File: config.mk
export PLATFORM = sky130hd
export DESIGN_NAME = ahb_gpio_param
export DESIGN_NICKNAME = d
export VERILOG_FILES = /design/src/rtl/ahb_gpio_pkg.sv /design/src/rtl/gpio_in_sync.sv /design/src/rtl/ahb_gpio_param.sv
export SDC_FILE = /design/constraint.sdc
export NUM_CORES = 1
export LEC_CHECK = 0
export CAP_MARGIN = 5
export CORE_ASPECT_RATIO = 1.2
export CORE_MARGIN = 5
export CORE_UTILIZATION = 45
export CTS_CLUSTER_DIAMETER = 30
export DETAILED_ROUTE_END_ITERATION = 8
export PLACE_DENSITY_LB_ADDON = 0.25
export REMOVE_ABC_BUFFERS = 1
export SLEW_MARGIN = 20
export SYNTH_ARGS = -nofsm -noshare
export SYNTH_HDL_FRONTEND = slang
export SYNTH_SLANG_ARGS = --single-unit
File: constraint.sdc
create_clock -name HCLK -period 4.8 [get_ports HCLK]
set_input_delay 0.96 -clock HCLK [delete_from_list [all_inputs] [get_ports HCLK]]
set_output_delay 0.96 -clock HCLK [all_outputs]
set_load 0.01 [all_outputs]
File: src/rtl/ahb_gpio_pkg.sv
// rtl/ahb_gpio_pkg.sv - shared constants and types for the AHB GPIO slave
package ahb_gpio_pkg;

   // Register word offsets, i.e. HADDR[4:2]
   localparam logic [2:0] ADDR_DATAOUT = 3'd0;
   localparam logic [2:0] ADDR_DATAIN  = 3'd1;
   localparam logic [2:0] ADDR_DIR     = 3'd2;
   localparam logic [2:0] ADDR_IRQMASK = 3'd3;
   localparam logic [2:0] ADDR_IRQSTAT = 3'd4;
   localparam logic [2:0] ADDR_PARSTAT = 3'd5;

   typedef enum logic [1:0] {
      HTRANS_IDLE   = 2'b00,
      HTRANS_BUSY   = 2'b01,
      HTRANS_NONSEQ = 2'b10,
      HTRANS_SEQ    = 2'b11
   } htrans_e;

   typedef enum logic {
      PAR_EVEN = 1'b0,
      PAR_ODD  = 1'b1
   } par_mode_e;

endpackage

File: src/rtl/gpio_in_sync.sv
// rtl/gpio_in_sync.sv - input synchroniser, rising-edge detect and registered parity check
module gpio_in_sync #(
   parameter int DATA_W      = 16,
   parameter int SYNC_STAGES = 2
) (
   input  logic              clk,
   input  logic              reset,
   input  logic [DATA_W:0]   pins,
   input  logic [DATA_W-1:0] dir,
   input  logic              parity_sel,
   output logic [DATA_W-1:0] sync_data,
   output logic [DATA_W-1:0] rise,
   output logic              parity_err
);

   logic [DATA_W:0]   stage [SYNC_STAGES];
   logic [DATA_W:0]   sync_in;
   logic [DATA_W-1:0] prev;

   assign sync_in   = stage[SYNC_STAGES-1];
   assign sync_data = sync_in[DATA_W-1:0];
   // Pins configured as outputs are masked so driving them never raises an interrupt
   assign rise      = sync_in[DATA_W-1:0] & ~prev & ~dir;

   always_ff @(posedge clk) begin
      if (reset) begin
         for (int i = 0; i < SYNC_STAGES; i++) stage[i] <= '0;
         prev       <= '0;
         parity_err <= 1'b0;
      end else begin
         stage[0] <= pins;
         for (int i = 1; i < SYNC_STAGES; i++) stage[i] <= stage[i-1];
         prev       <= sync_in[DATA_W-1:0];
         parity_err <= (^sync_in) != parity_sel;
      end
   end

endmodule

File: src/rtl/ahb_gpio_param.sv
// rtl/ahb_gpio_param.sv - AHB-Lite GPIO slave: bus decode, register file, parity generation
module ahb_gpio_param
   import ahb_gpio_pkg::*;
#(
   parameter int DATA_W      = 16,
   parameter int SYNC_STAGES = 2
) (
   input  logic              HCLK,
   input  logic              HRESET,
   input  logic              HSEL,
   input  logic [31:0]       HADDR,
   input  logic [1:0]        HTRANS,
   input  logic              HWRITE,
   input  logic [31:0]       HWDATA,
   input  logic              HREADY,
   output logic              HREADYOUT,
   output logic [31:0]       HRDATA,
   input  logic [DATA_W:0]   GPIOIN,
   output logic [DATA_W:0]   GPIOOUT,
   output logic [DATA_W-1:0] GPIOOE,
   input  logic              PARITYSEL,
   output logic              PARITYERR,
   output logic              IRQ
);

   logic              dp_valid;
   logic              dp_write;
   logic [2:0]        dp_addr;
   logic [DATA_W-1:0] dataout;
   logic [DATA_W-1:0] dir;
   logic [DATA_W-1:0] irqmask;
   logic [DATA_W-1:0] irqstat;
   logic              parstat;
   logic [DATA_W-1:0] sync_data;
   logic [DATA_W-1:0] rise;
   logic [DATA_W-1:0] wdata;
   logic [DATA_W-1:0] stat_clr;
   logic              par_clr;
   logic              wr_en;
   logic              addr_ok;
   logic [DATA_W-1:0] rdata;
   logic              unused_bits;

   gpio_in_sync #(.DATA_W(DATA_W), .SYNC_STAGES(SYNC_STAGES)) u_in_sync (
      .clk        (HCLK),
      .reset      (HRESET),
      .pins       (GPIOIN),
      .dir        (dir),
      .parity_sel (PARITYSEL),
      .sync_data  (sync_data),
      .rise       (rise),
      .parity_err (PARITYERR)
   );

   assign addr_ok  = HSEL & HREADY & ((HTRANS == HTRANS_NONSEQ) | (HTRANS == HTRANS_SEQ));
   assign wr_en    = dp_valid & dp_write;
   assign wdata    = HWDATA[DATA_W-1:0];
   assign stat_clr = (wr_en && dp_addr == ADDR_IRQSTAT) ? wdata : '0;
   assign par_clr  = wr_en && dp_addr == ADDR_PARSTAT && HWDATA[0];

   assign unused_bits = ^{HADDR[31:5], HADDR[1:0], HWDATA[31:DATA_W]};

   always_ff @(posedge HCLK) begin
      if (HRESET) begin
         dp_valid <= 1'b0;
         dp_write <= 1'b0;
         dp_addr  <= '0;
         dataout  <= '0;
         dir      <= '0;
         irqmask  <= '0;
         irqstat  <= '0;
         parstat  <= 1'b0;
      end else begin
         dp_valid <= addr_ok;
         dp_write <= HWRITE;
         dp_addr  <= HADDR[4:2];
         if (wr_en && dp_addr == ADDR_DATAOUT) dataout <= wdata;
         if (wr_en && dp_addr == ADDR_DIR)     dir     <= wdata;
         if (wr_en && dp_addr == ADDR_IRQMASK) irqmask <= wdata;
         // Clear is applied before set so a simultaneous new event survives
         irqstat <= (irqstat & ~stat_clr) | rise;
         parstat <= (parstat & ~par_clr) | PARITYERR;
      end
   end

   always_comb begin
      rdata = '0;
      if (dp_valid && !dp_write) begin
         case (dp_addr)
            ADDR_DATAOUT: rdata = dataout;
            ADDR_DATAIN:  rdata = sync_data;
            ADDR_DIR:     rdata = dir;
            ADDR_IRQMASK: rdata = irqmask;
            ADDR_IRQSTAT: rdata = irqstat;
            ADDR_PARSTAT: rdata = {{(DATA_W-1){1'b0}}, parstat};
            default:      rdata = '0;
         endcase
      end
   end

   assign HRDATA    = {{(32-DATA_W){1'b0}}, rdata};
   assign HREADYOUT = 1'b1;
   assign GPIOOUT   = {(^dataout) ^ PARITYSEL, dataout};
   assign GPIOOE    = dir;
   assign IRQ       = |(irqstat & irqmask);

endmodule

==> impl_metrics.env <==
export IMPL_ys_async_sr_fraction_pct=0
export IMPL_cts_hold_buf=0
export IMPL_max_clock_path_buffers=2
export IMPL_postLayoutCoreUtil_pct=58.0
export IMPL_arrival_ns=3.00
export IMPL_cts_resized_gates=0
export IMPL_routedWlPerCell_um=17.0
export IMPL_die_x_um=108
export IMPL_setup_tns_ns=0
export IMPL_muxShareOfSynthArea_pct=9.90
export IMPL_synth_cells=539
export IMPL_vias=4162
export IMPL_drive_gt1_share_pct=9.43
export IMPL_cts_tree="done"
export IMPL_final_cells=793
export IMPL_critPathMaxFanout=2
export IMPL_synth_avg_cell_area_um2=9.63
export IMPL_startpoint_type="input port"
export IMPL_maxSlewViolCount=0
export IMPL_p_per_area_nw_per_um2=350
export IMPL_synth_cells_most_frequent="dfxtp_1, nor2b_1, nor2_1"
export IMPL_vias_per_cell=5.25
export IMPL_period_share_pct=82.5
export IMPL_clkLatencyLatePin_ns=0.41
export IMPL_yosys_most_used_dff="dfxtp_1"
export IMPL_maxSlewHeadroom_pct=32.4
export IMPL_cts_htree_levels=4
export IMPL_yosysMostFrequentCell="dfxtp_1"
export IMPL_synthDominantCellAreaShare_pct=46.7
export IMPL_cts_setup_buffers=0
export IMPL_synth_yosys_warnings=0
export IMPL_syn_area_um2=5190
export IMPL_synth_compound_area_share_pct=12.4
export IMPL_grt_usage_pct=20.0
export IMPL_gp_congestion=0.846
export IMPL_status="finished clean"
export IMPL_drv_cap=0
export IMPL_io_pins=157
export IMPL_core_area_um2=11500
export IMPL_yosys_area_share_simple_pct=18.2
export IMPL_setup_viol=0
export IMPL_hold_viol_final=0
export IMPL_power_leakage_nw=2.41
export IMPL_cts_sinks=121
export IMPL_rsz0062_at_grt="false"
export IMPL_clock_root_buffer="clkbuf_16"
export IMPL_max_slew_worst_pin_slew_ns=1.01
export IMPL_grt_max_degree=83
export IMPL_hold_class="register to register"
export IMPL_worstSetupPathType="input port to primary output"
export IMPL_grt_pass1_vias=4103
export IMPL_path_clk_slew_ns=0.05
export IMPL_start_util_pct=45.3
export IMPL_ff2ff_path_depth=4
export IMPL_antenna_found_initial=0
export IMPL_ys_top_cells_by_area="dfxtp_1, mux2i_1, nor2b_1"
export IMPL_syn_to_final_growth_pct=28.1
export IMPL_synth_fa_ha_area_share_pct=0
export IMPL_antenna_cells=0
export IMPL_io_buffer_count=93
export IMPL_ys_seq_area_share_pct=46.7
export IMPL_synth_top_family_by_area="simple AND/OR/NAND/NOR gates"
export IMPL_dr_pass1_iters=5
export IMPL_ir_drop_mv=0.216
export IMPL_ys_ff_latch=121
export IMPL_max_freq_ghz=0.253
export IMPL_worst_setup_path_end_kind="primary output"
export IMPL_drt_iter0_drc=380
export IMPL_grt_overflow_total=0
export IMPL_drc_errors=0
export IMPL_n_fill_cell=1035
export IMPL_cts_buffers=17
export IMPL_yosysTopAreaCell="dfxtp_1"
export IMPL_antenna_left=0
export IMPL_min_path_cells=1
export IMPL_synth_edff_count=0
export IMPL_place_inst=764
export IMPL_die_area_um2=13800
export IMPL_finalNetCount=715
export IMPL_crit_required_ns=3.84
export IMPL_routed_wl_um=13500
export IMPL_finalCriticalPeriod_ns=3.96
export IMPL_synth_distinct_cells=39
export IMPL_rows=43
export IMPL_fp_dieH_um=128
export IMPL_synth_xor_xnor_area_share_pct=5.69
export IMPL_clock_skew_ns=0.00759
export IMPL_dp_hpwl_um=9290
export IMPL_grt_pass1_wl_um=21300
==> routing by layer <==
layer  vias to the layer above  wire, µm  GRT usage (%)
met5                         -         0              0
met4                         0       239           7.28
met3                        18       881           4.79
met2                       162      6710           33.2
met1                      2003      5630           25.1
li1                       1979         -              -
==> cell usage in the layout, fill, tap and decap left out, types with 2 or more instances in the layout <==
| cell type | n |
|---|---|
| xor2_1 | 2 |
| clkbuf_1 | 5 |
| a221oi_1 | 4 |
| a22oi_1 | 14 |
| dfxtp_1 | 121 |
| and2_1 | 7 |
| o21ai_0 | 24 |
| nor2_1 | 44 |
| buf_4 | 9 |
| nand3_1 | 3 |
| nor2b_1 | 57 |
| a22o_1 | 4 |
| clkbuf_8 | 3 |
| a222oi_1 | 8 |
| nand2_1 | 33 |
| a21oi_1 | 35 |
| clkbuf_16 | 17 |
| conb_1 | 17 |
| mux2_2 | 7 |
| xnor3_1 | 3 |
| or3b_2 | 16 |
| clkinv_2 | 4 |
| a211oi_1 | 2 |
| inv_1 | 19 |
| xnor2_1 | 24 |
| o2bb2ai_1 | 8 |
| mux2i_1 | 42 |
| clkdlybuf4s50_1 | 92 |
==> report_power, final <==
part	switching, mW	internal, mW	leakage, nW
clock network	0.403	0.686	0.253
logic	0.0788	0.0947	1.17
registers	0.0279	1.04	0.987
total	0.510	1.82	2.41
==> sequential cells by signal, indices dropped and copies added, names as in the netlist <==
| name | cells |
|---|---|
| dp_valid | 1 |
| u_in_sync.prev | 16 |
| GPIOOE | 16 |
| irqstat | 16 |
| dp_addr | 3 |
| dp_write | 1 |
| dataout | 16 |
| u_in_sync.parity_err | 1 |
| u_in_sync.stage | 34 |
| parstat | 1 |
| irqmask | 16 |
==> cell type report <==
type	instances	area [µm²]	share of cell area, %
repair buffers	101	988	14.9
clock inverters	4	20.0	0.301
clock buffers	25	485	7.30
well taps	157	196	2.95
inverters	19	71.3	1.07
flip-flops and latches	121	2420	36.4
multi-input cells	366	2470	37.1
==> cells by family after synthesis <==
group | Yosys count
DFF | 121
AOI/OAI and AO/OA | 100
xor gates and xnor gates | 29
muxes | 50
and+or+nand+nor | 170
buffers and inverters | 67
other | 2
==> worst max-delay path: stages <==
cell and delay, ns:
clkdlybuf4s50_1 0.48, xnor2_1 0.16, xnor2_1 0.22, xnor3_1 0.36, xnor2_1 0.24, clkdlybuf4s50_1 0.59
==> final timing paths <==
kind	startpoint	endpoint	slack (ns)
setup reg to reg	dp_addr[2]$_SDFF_PP0_	irqstat[5]$_SDFF_PP0_	2.01
setup / recovery	PARITYSEL	GPIOOUT[16]	0.84
hold / removal	u_in_sync.stage[0][4]$_SDFF_PP0_	u_in_sync.stage[0][21]$_SDFF_PP0_	0.43
hold reg to reg	u_in_sync.stage[0][4]$_SDFF_PP0_	u_in_sync.stage[0][21]$_SDFF_PP0_	0.43
==> stage by stage <==
step	hold slack [ns]	setup slack [ns]	total power [mW]	instance area, µm²
after floorplan	0.414	1.59	1.17	4950
after global placement	0.418	0.858	1.26	6140
final	0.427	0.841	2.33	6650
after global routing	0.448	0.760	2.41	6650
after CTS	0.434	0.824	2.35	6650
after detailed placement	0.423	0.825	1.26	6140
Note: power is estimated with default switching activity, not from simulation.
